## src/rtl/kp_pkg.sv

```systemverilog
// Shared constants and encodings for the 4x4 matrix keypad scanner.
package kp_pkg;

  localparam int unsigned KEY_W = 4;

  localparam logic [3:0] COL_IDLE = 4'b1111;
  localparam logic [3:0] COL0     = 4'b1110;
  localparam logic [3:0] COL1     = 4'b1101;
  localparam logic [3:0] COL2     = 4'b1011;
  localparam logic [3:0] COL3     = 4'b0111;

  typedef enum logic [1:0] {
    IDLE,
    DEBOUNCE,
    HELD,
    RELEASE
  } kp_state_e;

  typedef enum logic [1:0] {
    NONE,
    SINGLE,
    MULTI
  } kp_result_e;

  function automatic logic [3:0] col_next(input logic [3:0] c);
    case (c)
      COL0:    return COL1;
      COL1:    return COL2;
      COL2:    return COL3;
      default: return COL0;
    endcase
  endfunction

  function automatic logic [1:0] col_index(input logic [3:0] c);
    case (c)
      COL1:    return 2'd1;
      COL2:    return 2'd2;
      COL3:    return 2'd3;
      default: return 2'd0;
    endcase
  endfunction

endpackage

```

## src/rtl/kp_sync2.sv

```systemverilog
// Two-flop synchronizer for the active-low keypad row lines; idles released (all ones).
module kp_sync2 (
  input  logic       clk,
  input  logic       reset_n,
  input  logic [3:0] d_i,
  output logic [3:0] q_o
);

  logic [3:0] meta_q;
  logic [3:0] sync_q;

  always_ff @(posedge clk or negedge reset_n) begin
    if (!reset_n) begin
      meta_q <= '1;
      sync_q <= '1;
    end else begin
      meta_q <= d_i;
      sync_q <= meta_q;
    end
  end

  assign q_o = sync_q;

endmodule

```

## src/rtl/keypad_scanner.sv

```systemverilog
// 4x4 keypad scanner: one-hot-low column rotation, per-sweep classification,
// sweep-level debounce of press and release with a one-cycle valid strobe.
module keypad_scanner
  import kp_pkg::*;
#(
  parameter int unsigned SCAN_DIV   = 50000,
  parameter int unsigned DEB_SWEEPS = 4
) (
  input  logic             clk,
  input  logic             reset_n,
  input  logic [3:0]       row,
  output logic [3:0]       col,
  output logic [KEY_W-1:0] key_code,
  output logic             key_valid,
  output logic             key_held,
  output logic             multi_key
);

  localparam int unsigned      DIV_W    = (SCAN_DIV > 1) ? $clog2(SCAN_DIV) : 1;
  localparam logic [DIV_W-1:0] DIV_LAST = DIV_W'(SCAN_DIV - 1);
  localparam logic [3:0]       DEB_N    = 4'(DEB_SWEEPS);

  logic [3:0]       row_s;
  logic [DIV_W-1:0] div_q;
  logic [3:0]       col_q;
  logic [1:0]       acc_cnt_q;
  logic [KEY_W-1:0] acc_code_q;
  kp_state_e        state_q;
  logic [KEY_W-1:0] cand_q;
  logic [3:0]       stab_q;
  logic [3:0]       rel_q;
  logic [KEY_W-1:0] key_code_q;
  logic             key_valid_q;
  logic             key_held_q;
  logic             multi_q;

  logic             tick;
  logic             sample;
  logic             sweep_end;
  logic [2:0]       col_hits;
  logic [1:0]       col_row;
  logic [2:0]       hit_sum;
  logic [1:0]       acc_cnt_d;
  logic [KEY_W-1:0] acc_code_d;
  kp_result_e       result;
  logic [3:0]       stab_inc;
  logic [3:0]       rel_inc;

  kp_sync2 u_sync (
    .clk     (clk),
    .reset_n (reset_n),
    .d_i     (row),
    .q_o     (row_s)
  );

  assign tick      = (div_q == DIV_LAST);
  assign sample    = tick && (col_q != COL_IDLE);
  assign sweep_end = tick && (col_q == COL3);
  assign stab_inc  = stab_q + 4'd1;
  assign rel_inc   = rel_q + 4'd1;

  always_ff @(posedge clk or negedge reset_n) begin
    if (!reset_n) begin
      div_q <= '0;
      col_q <= COL_IDLE;
    end else if (tick) begin
      div_q <= '0;
      col_q <= col_next(col_q);
    end else begin
      div_q <= div_q + DIV_W'(1);
    end
  end

  // Hit count saturates at 2; the code is only meaningful while exactly one key has been seen.
  always_comb begin
    col_hits = '0;
    col_row  = '0;
    for (int unsigned r = 0; r < 4; r++) begin
      if (!row_s[r]) begin
        col_hits = col_hits + 3'd1;
        col_row  = 2'(r);
      end
    end
    hit_sum    = {1'b0, acc_cnt_q} + col_hits;
    acc_cnt_d  = (hit_sum >= 3'd2) ? 2'd2 : hit_sum[1:0];
    acc_code_d = (acc_cnt_q == 2'd0) ? {col_row, col_index(col_q)} : acc_code_q;
    case (acc_cnt_d)
      2'd0:    result = NONE;
      2'd1:    result = SINGLE;
      default: result = MULTI;
    endcase
  end

  always_ff @(posedge clk or negedge reset_n) begin
    if (!reset_n) begin
      acc_cnt_q  <= '0;
      acc_code_q <= '0;
    end else if (sweep_end) begin
      acc_cnt_q  <= '0;
      acc_code_q <= '0;
    end else if (sample) begin
      acc_cnt_q  <= acc_cnt_d;
      acc_code_q <= acc_code_d;
    end
  end

  always_ff @(posedge clk or negedge reset_n) begin
    if (!reset_n) begin
      state_q     <= IDLE;
      cand_q      <= '0;
      stab_q      <= '0;
      rel_q       <= '0;
      key_code_q  <= '0;
      key_valid_q <= 1'b0;
      key_held_q  <= 1'b0;
      multi_q     <= 1'b0;
    end else begin
      key_valid_q <= 1'b0;
      if (sweep_end) begin
        multi_q <= (result == MULTI);
        unique case (state_q)
          IDLE: begin
            if (result == SINGLE) begin
              cand_q <= acc_code_d;
              stab_q <= 4'd1;
              if (DEB_N == 4'd1) begin
                key_code_q  <= acc_code_d;
                key_valid_q <= 1'b1;
                key_held_q  <= 1'b1;
                state_q     <= HELD;
              end else begin
                state_q <= DEBOUNCE;
              end
            end
          end
          DEBOUNCE: begin
            if (result != SINGLE) begin
              state_q <= IDLE;
            end else if (acc_code_d == cand_q) begin
              stab_q <= stab_inc;
              if (stab_inc == DEB_N) begin
                key_code_q  <= cand_q;
                key_valid_q <= 1'b1;
                key_held_q  <= 1'b1;
                state_q     <= HELD;
              end
            end else begin
              cand_q <= acc_code_d;
              stab_q <= 4'd1;
            end
          end
          HELD: begin
            if (result == NONE) begin
              rel_q <= 4'd1;
              if (DEB_N == 4'd1) begin
                key_held_q <= 1'b0;
                state_q    <= IDLE;
              end else begin
                state_q <= RELEASE;
              end
            end
          end
          RELEASE: begin
            if (result == NONE) begin
              rel_q <= rel_inc;
              if (rel_inc == DEB_N) begin
                key_held_q <= 1'b0;
                state_q    <= IDLE;
              end
            end else begin
              state_q <= HELD;
            end
          end
        endcase
      end
    end
  end

  assign col       = col_q;
  assign key_code  = key_code_q;
  assign key_valid = key_valid_q;
  assign key_held  = key_held_q;
  assign multi_key = multi_q;

endmodule
```

## config.mk

```make
export PLATFORM = sky130hd
export DESIGN_NAME = keypad_scanner
export DESIGN_NICKNAME = d
export VERILOG_FILES = /design/src/rtl/kp_pkg.sv /design/src/rtl/kp_sync2.sv /design/src/rtl/keypad_scanner.sv
export SDC_FILE = /design/constraint.sdc
export NUM_CORES = 1
export LEC_CHECK = 0
export CORE_ASPECT_RATIO = 1.5
export CORE_MARGIN = 2
export CORE_UTILIZATION = 40
export CTS_CLUSTER_DIAMETER = 120
export DETAILED_ROUTE_END_ITERATION = 8
export HOLD_SLACK_MARGIN = 0.08
export PLACE_DENSITY = 0.69
export SETUP_SLACK_MARGIN = 0.5
export SYNTH_ARGS = -nofsm -noshare
export SYNTH_HDL_FRONTEND = slang
export SYNTH_HIERARCHICAL = 1
export SYNTH_SLANG_ARGS = --single-unit
```

## constraint.sdc

```tcl
create_clock -name clk -period 3.9 [get_ports clk]
set_input_delay 0.78 -clock clk [delete_from_list [all_inputs] [get_ports clk]]
set_output_delay 0.78 -clock clk [all_outputs]
set_load 0.005 [all_outputs]
```

# Yosys cells after proc, flatten, opt, wreduce, memory -nomap -nowiden
# Index checks and enable logic that the tools add are counted.
[word_totals]
ff_bits = 55
inputBits = 6
output_inout_bits = 11
elab_cells = 113
[op_classes]
addsub = 7
n_lt_le_gt_ge = 1
n_eq_ne = 27
muxes = 47
n_bitwise = 1
n_reduce_logical = 16
[op_table]
columns = ["cell", "count"]
rows = [
  ["4-bit 2-to-1 mux", 11],
  ["2-bit 2-to-1 mux", 12],
  ["4-bit case mux with 2 select lines", 3],
  ["16-bit by 1-bit adder with 16-bit output, second input constant", 1],
  ["16-bit == test, second input constant", 1],
  ["16-bit 2-to-1 mux", 1],
  ["2-bit != test, second input constant", 8],
  ["4-bit by 3-bit == test with 1-bit output, second input constant", 3],
  ["4-bit == test, second input constant", 3],
  ["1-bit 2-to-1 mux", 12],
  ["4-bit case mux with 3 select lines", 1],
  ["5-bit AND reduction", 2],
  ["3-bit by 1-bit adder with 3-bit output, second input constant", 3],
  ["3-bit 2-to-1 mux", 3],
  ["3-bit != test, second input constant", 3],
  ["4-bit by 1-bit adder with 4-bit output, second input constant", 2],
  ["2-bit zero test", 4],
  ["2-bit case mux with 4 select lines", 1],
  ["4-bit AND reduction", 2],
  ["2-bit nonzero test", 4],
  ["7-bit AND reduction", 1],
  ["2-bit by 1-bit == test with 1-bit output, second input constant", 3],
  ["2-bit == test, second input constant", 3],
  ["2-bit case mux with 3 select lines", 1],
  ["10 further kinds", 11],
]

# Longest topological paths before layout
[depth]
depth_word = 16
mapped_depth = 13
depth_no_buf = 12

# Modules after synthesis
# Netlist, hierarchy kept.
[by_module_without_submodules]
columns = ["mod", "n_inst", "cells_each", "area_per_inst_um2", "seq_area_each_um2"]
rows = [
  ["keypad_scanner", 1, 274, 2648.8, 1181.1],
  ["kp_sync2", 1, 8, 210.2, 210.2],
]

# Worst setup path before layout
# No wires, ideal clock.
[synth_path]
path_kind = "register to register"
from = "register u_sync.sync_q[0], in the netlist u_sync/q_o[0]"
to = "register cand_q[0]"
setup_ns = 0.125
arrival_ns = 3.460
t_required_ns = 3.775
path_slack_ns = 0.316
path_stages_with_launch = 13
n_path_buf = 1
synth_period_minus_slack_ns = 3.584
path_cell_list = "dfstp_2 > inv_1 > ha_1 > xnor2_1 > ha_1 > mux2_2 > fa_1 > xnor3_1 > nand2b_1 > or3_1 > clkbuf_1 > nor2_1 > mux2_2"
[synth_between]
elab_chain_cells = 15
elab_cells_between_ends = 18
cone_classes = "4 x add/sub; 1 x order compare; 5 x eq/ne; 6 x mux; 2 x reduce/logical"
[synth_rtl]
columns = ["element", "line_no", "source"]
rows = [
  ["from (decl)", "kp_sync2.sv:10", "logic [3:0] sync_q;"],
  ["from (signal assigned)", "kp_sync2.sv:18", "sync_q <= meta_q;"],
  ["1-bit 2-to-1 mux *", "keypad_scanner.sv:79", "if (!row_s[r]) begin"],
  ["3-bit by 1-bit adder with 3-bit output", "keypad_scanner.sv:80", "col_hits = col_hits + 3'd1;"],
  ["3-bit 2-to-1 mux *", "keypad_scanner.sv:79", ""],
  ["3-bit by 1-bit adder with 3-bit output", "keypad_scanner.sv:80", ""],
  ["3-bit 2-to-1 mux *", "keypad_scanner.sv:79", ""],
  ["3-bit by 1-bit adder with 3-bit output", "keypad_scanner.sv:80", ""],
  ["3-bit 2-to-1 mux *", "keypad_scanner.sv:79", ""],
  ["2-bit by 3-bit adder with 3-bit output *", "keypad_scanner.sv:84", "hit_sum = {1'b0, acc_cnt_q} + col_hits;"],
  ["3-bit by 2-bit >= comparator with 1-bit output", "keypad_scanner.sv:85", "acc_cnt_d = (hit_sum >= 3'd2) ? 2'd2 : hit_sum[1:0];"],
  ["2-bit 2-to-1 mux *", "keypad_scanner.sv:85", ""],
  ["2-bit by 1-bit == test with 1-bit output or 2-bit zero test (tied branches)", "keypad_scanner.sv:87", "case (acc_cnt_d)"],
  ["2-bit case mux with 2 select lines *", "keypad_scanner.sv:87", ""],
  ["2-bit by 1-bit != test with 1-bit output or 2-bit by 1-bit == test with 1-bit output (tied branches)", "keypad_scanner.sv:137, keypad_scanner.sv:123", ""],
  ["2-bit != test (no line)", "n/a", ""],
  ["5-bit AND reduction (no line) *", "n/a", ""],
  ["to (signal assigned)", "keypad_scanner.sv:124", "cand_q <= acc_code_d;"],
  ["to (signal assigned)", "keypad_scanner.sv:148", "cand_q <= acc_code_d;"],
  ["to (decl)", "keypad_scanner.sv:29", "logic [KEY_W-1:0] cand_q;"],
]
# Mark *: on every way between the ends. The rest lies on a longest branch, timed or not.
# A chain may end at the register's enable or synchronous reset.

# Worst setup path in the final report
[layout_path]
from = "register u_sync.sync_q[0], in the netlist u_sync/q_o[0]"
to = "register rel_q[3]"
[layout_between]
elab_chain_cells = 15
elab_cells_between_ends = 17
cone_classes = "4 x add/sub; 1 x order compare; 3 x eq/ne; 6 x mux; 3 x reduce/logical"
[layout_rtl]
columns = ["element", "line_no", "source"]
rows = [
  ["1-bit 2-to-1 mux *", "keypad_scanner.sv:79", ""],
  ["3-bit by 1-bit adder with 3-bit output", "keypad_scanner.sv:80", ""],
  ["3-bit 2-to-1 mux *", "keypad_scanner.sv:79", ""],
  ["3-bit by 1-bit adder with 3-bit output", "keypad_scanner.sv:80", ""],
  ["3-bit 2-to-1 mux *", "keypad_scanner.sv:79", ""],
  ["3-bit by 1-bit adder with 3-bit output", "keypad_scanner.sv:80", ""],
  ["3-bit 2-to-1 mux *", "keypad_scanner.sv:79", ""],
  ["2-bit by 3-bit adder with 3-bit output *", "keypad_scanner.sv:84", ""],
  ["3-bit by 2-bit >= comparator with 1-bit output", "keypad_scanner.sv:85", ""],
  ["2-bit 2-to-1 mux *", "keypad_scanner.sv:85", ""],
  ["2-bit by 1-bit == test with 1-bit output or 2-bit zero test (tied branches)", "keypad_scanner.sv:87", ""],
  ["2-bit case mux with 2 select lines *", "keypad_scanner.sv:87", ""],
  ["2-bit zero test *", "keypad_scanner.sv:153, keypad_scanner.sv:164", ""],
  ["2-bit != test (no line)", "n/a", ""],
  ["4-bit AND reduction (no line) *", "n/a", ""],
  ["to (signal assigned)", "keypad_scanner.sv:165", "rel_q <= rel_inc;"],
  ["to (decl)", "keypad_scanner.sv:31", "logic [3:0] rel_q;"],
]
# Marked as above.

==> out/metrics.cfg <==
[final_layout]
final_cells = 378
utilization_pct = 47.1
diodes = 0
nets = 314
fin_area_mm2 = 0.00325
nFillCells = 646
layout-drive-gt1-share_pct = 16.0
area_growth_pct = 13.7

[die]
start_util_pct = 41.4
fp.dieW_um = 73.0
die-area_mm2 = 0.00785
die_y_um = 108
ioPinCount = 17
num_rows = 37
coreArea_mm2 = 0.00690

[cts]
cts.sinks = 55
clk_latency_ns = 0.31
tritoncts = done
cts_buffers = 5
clkSlewWorstSetupHoldPaths_ns = 0.10
cts_max_path_buffers = 2
root_buffer = clkbuf_8
h-tree-depth = 2

[timing]
setup_viol = 0
tightest_slew_ns = 1.04
maxSlewHeadroom_pct = 30.8
fin_ws_ns = 0.622
hold_ws_ns = 0.359
fmax_mhz = 305
period_minus_slack_ns = 3.28
fin_crit_sh_pct = 84.1
skew_ns = 0.0160
hold_viol = 0
maxSlewViolCount = 0
tns_ns = 0
rsz0062_at_grt = no

[place]
dp.cells = 367
port_buffers = 16
dp_slack_ns = 0.240
postPlaceCellArea_mm2 = 0.00312
dpl.hpwl_um = 3780
place.gp.congestion = 0.800

[logic_synthesis]
synth_area_leader_cell = dfrtp_1
synth-async-reset-ratio_pct = 100
ys.flop_type = dfrtp_1
synth.distinct_cells = 53
synthTopCellsByCount = 43 x dfrtp_1, 30 x nand2_1, 25 x nor2_1
syn_nets = 297
yosysSeqAreaShare_pct = 48.7
syn_inst = 282
avgSynthCellArea_um2 = 10.1
synth.most_common_cell = dfrtp_1
netlist_area_mm2 = 0.00286
ys_seq_elements = 55
ys_top_cells_by_area = dfrtp_1 38%, dfstp_2 11%, nand2_1 3.9%
yosysWarnings = 6
synth_edf_count = 0
netlist.area_leader.share_pct = 37.6

[pwr]
power_uw = 961
swShare_pct = 21.9
cellLeakagePower_nw = 1.41
p_int_uw = 751
powerDensity_mw_per_mm2 = 296
clock_power_share_pct = 32.7
seq_power_share_pct = 60.5
ir_drop_v = 0.000245
combPwrFrac_pct = 6.7
p_sw_uw = 210

[routing]
drc = 0
ant_nets = 0
via_count = 2086
wire_per_inst_um = 14.0
via_per_inst = 5.52
drt-initial-drc-count = 142
dr.pass1.iters = 4
routed_wl_um = 5310

[worst_setup_path]
cp.arrival_ns = 3.53
path_cells = inv_1, ha_4, xnor2_2, ha_1, mux2_2, fa_2, xnor3_1, nand2b_4, or3_4, or4b_1, nand3_1
critical_path_class = reg -> reg
critPathMaxStageDelay_ns = 0.53
cp_max_fo = 6
cp_slowest_cell = dfstp_2
cp_data_required_time_ns = 4.15
cp-start-kind = register
cp-end-kind = register

[grt]
grt-ovfl-total = 0
track_usage_pct = 15.2
grt_pass1_vias = 2140
grt_max_degree = 49
grt_first_pass_wirelength_um = 9600
antenna_found_initial = 0

[run_status]
status = finished, final reports clean

[run]
drv_cap = 0

[hold_path]
hp-class = reg -> reg

## worst max-delay path: cells and delay by family, from the launching register on
kind / cells / cell delay, ns
and+or+nand+nor: 4 / 1.05
xor gates and xnor gates: 2 / 0.42
buffers and inverters: 1 / 0.06
DFF: 1 / 0.53
muxes: 1 / 0.28
adders and majority gates: 3 / 0.88
## worst paths after layout
path	start	endpoint	slack [ns]	cells past startpoint
worst max-delay path	u_sync/q_o[0]	rel_q[3]	0.62	11
worst min-delay path	u_sync/meta_q[0]	u_sync/q_o[0]	0.36	0
worst max register to register	u_sync/q_o[0]	rel_q[3]	0.62	11
worst min register to register	u_sync/meta_q[0]	u_sync/q_o[0]	0.36	0
max in group asynchronous	reset_n	u_sync/q_o[3]	2.47	2
min in group asynchronous	reset_n	rel_q[0]	0.64	1
## what timing repair did
item                                    in CTS  in global routing
buffers inserted                             0                  3
gates resized for setup                      3                  1
endpoints found under the setup margin      11                  8
hold buffers                                 0                  0
pin swaps                                    2                  4
## cells by family (layout without fill, tap and decap cells)
| kind of cell | count (synthesis) | after routing | share of synthesized area [%] |
|---|---|---|---|
| mux | 10 | 10 | 3.90 |
| simple gates | 115 | 115 | 21.4 |
| buf+inv | 20 | 38 | 2.67 |
| compound gates | 50 | 50 | 11.6 |
| xor+xnor | 23 | 23 | 7.53 |
| fa+ha+maj | 9 | 9 | 4.20 |
| flops | 55 | 55 | 48.7 |
## layout by cell type (no fill, tap or decap), types with 9 or more instances in the layout
cell | synthesis | routed
o21ai_0 | 17 | 17
nor2_1 | 25 | 24
xor2_1 | 11 | 11
nand2_1 | 30 | 30
dfstp_2 | 12 | 12
clkdlybuf4s50_1 | 0 | 15
xnor2_1 | 11 | 10
mux2_2 | 9 | 9
nand3_1 | 18 | 18
dfrtp_1 | 43 | 43
a21oi_1 | 9 | 9
## power groups by stage
| stage | Combinational (mW) | Clock, mW | Sequential (mW) |
|---|---|---|---|
| finish | 0.0647 | 0.315 | 0.581 |
| detailed placement | 0.0568 | 0 | 0.592 |
| global route | 0.0725 | 0.351 | 0.582 |
| floorplan | 0.0327 | 0 | 0.591 |
| CTS | 0.0616 | 0.325 | 0.581 |
| global placement | 0.0560 | 0 | 0.592 |
## state kept, by name (all words and copies together) (netlist names), 4 cells and up
| signal | cells |
|---|---|
| rel_q | 4 |
| col | 4 |
| key_code | 4 |
| u_sync/q_o | 4 |
| stab_q | 4 |
| cand_q | 4 |
| u_sync/meta_q | 4 |
| div_q | 16 |
| acc_code_q | 4 |
## final cells by class
type | count | area (µm²) | share of cell area (%)
clock buffers | 7 | 86.3 | 2.66
clock inverters | 1 | 5.00 | 0.154
inverters | 8 | 30.0 | 0.924
multi-input cells | 207 | 1440 | 44.3
flip-flops and latches | 55 | 1390 | 42.8
well taps | 78 | 97.6 | 3.00
repair buffers | 22 | 200 | 6.16
## routing by layer
metal / track usage [%] / share of wire, % / vias up
li1: - / - / 1022
met5: 0 / 0 / -
met2: 25.2 / 53 / 34
met1: 18.9 / 42 / 1017
met3: 3.09 / 2.1 / 13
met4: 6.48 / 2.8 / 0
Power figures use the tool's default switching activity.
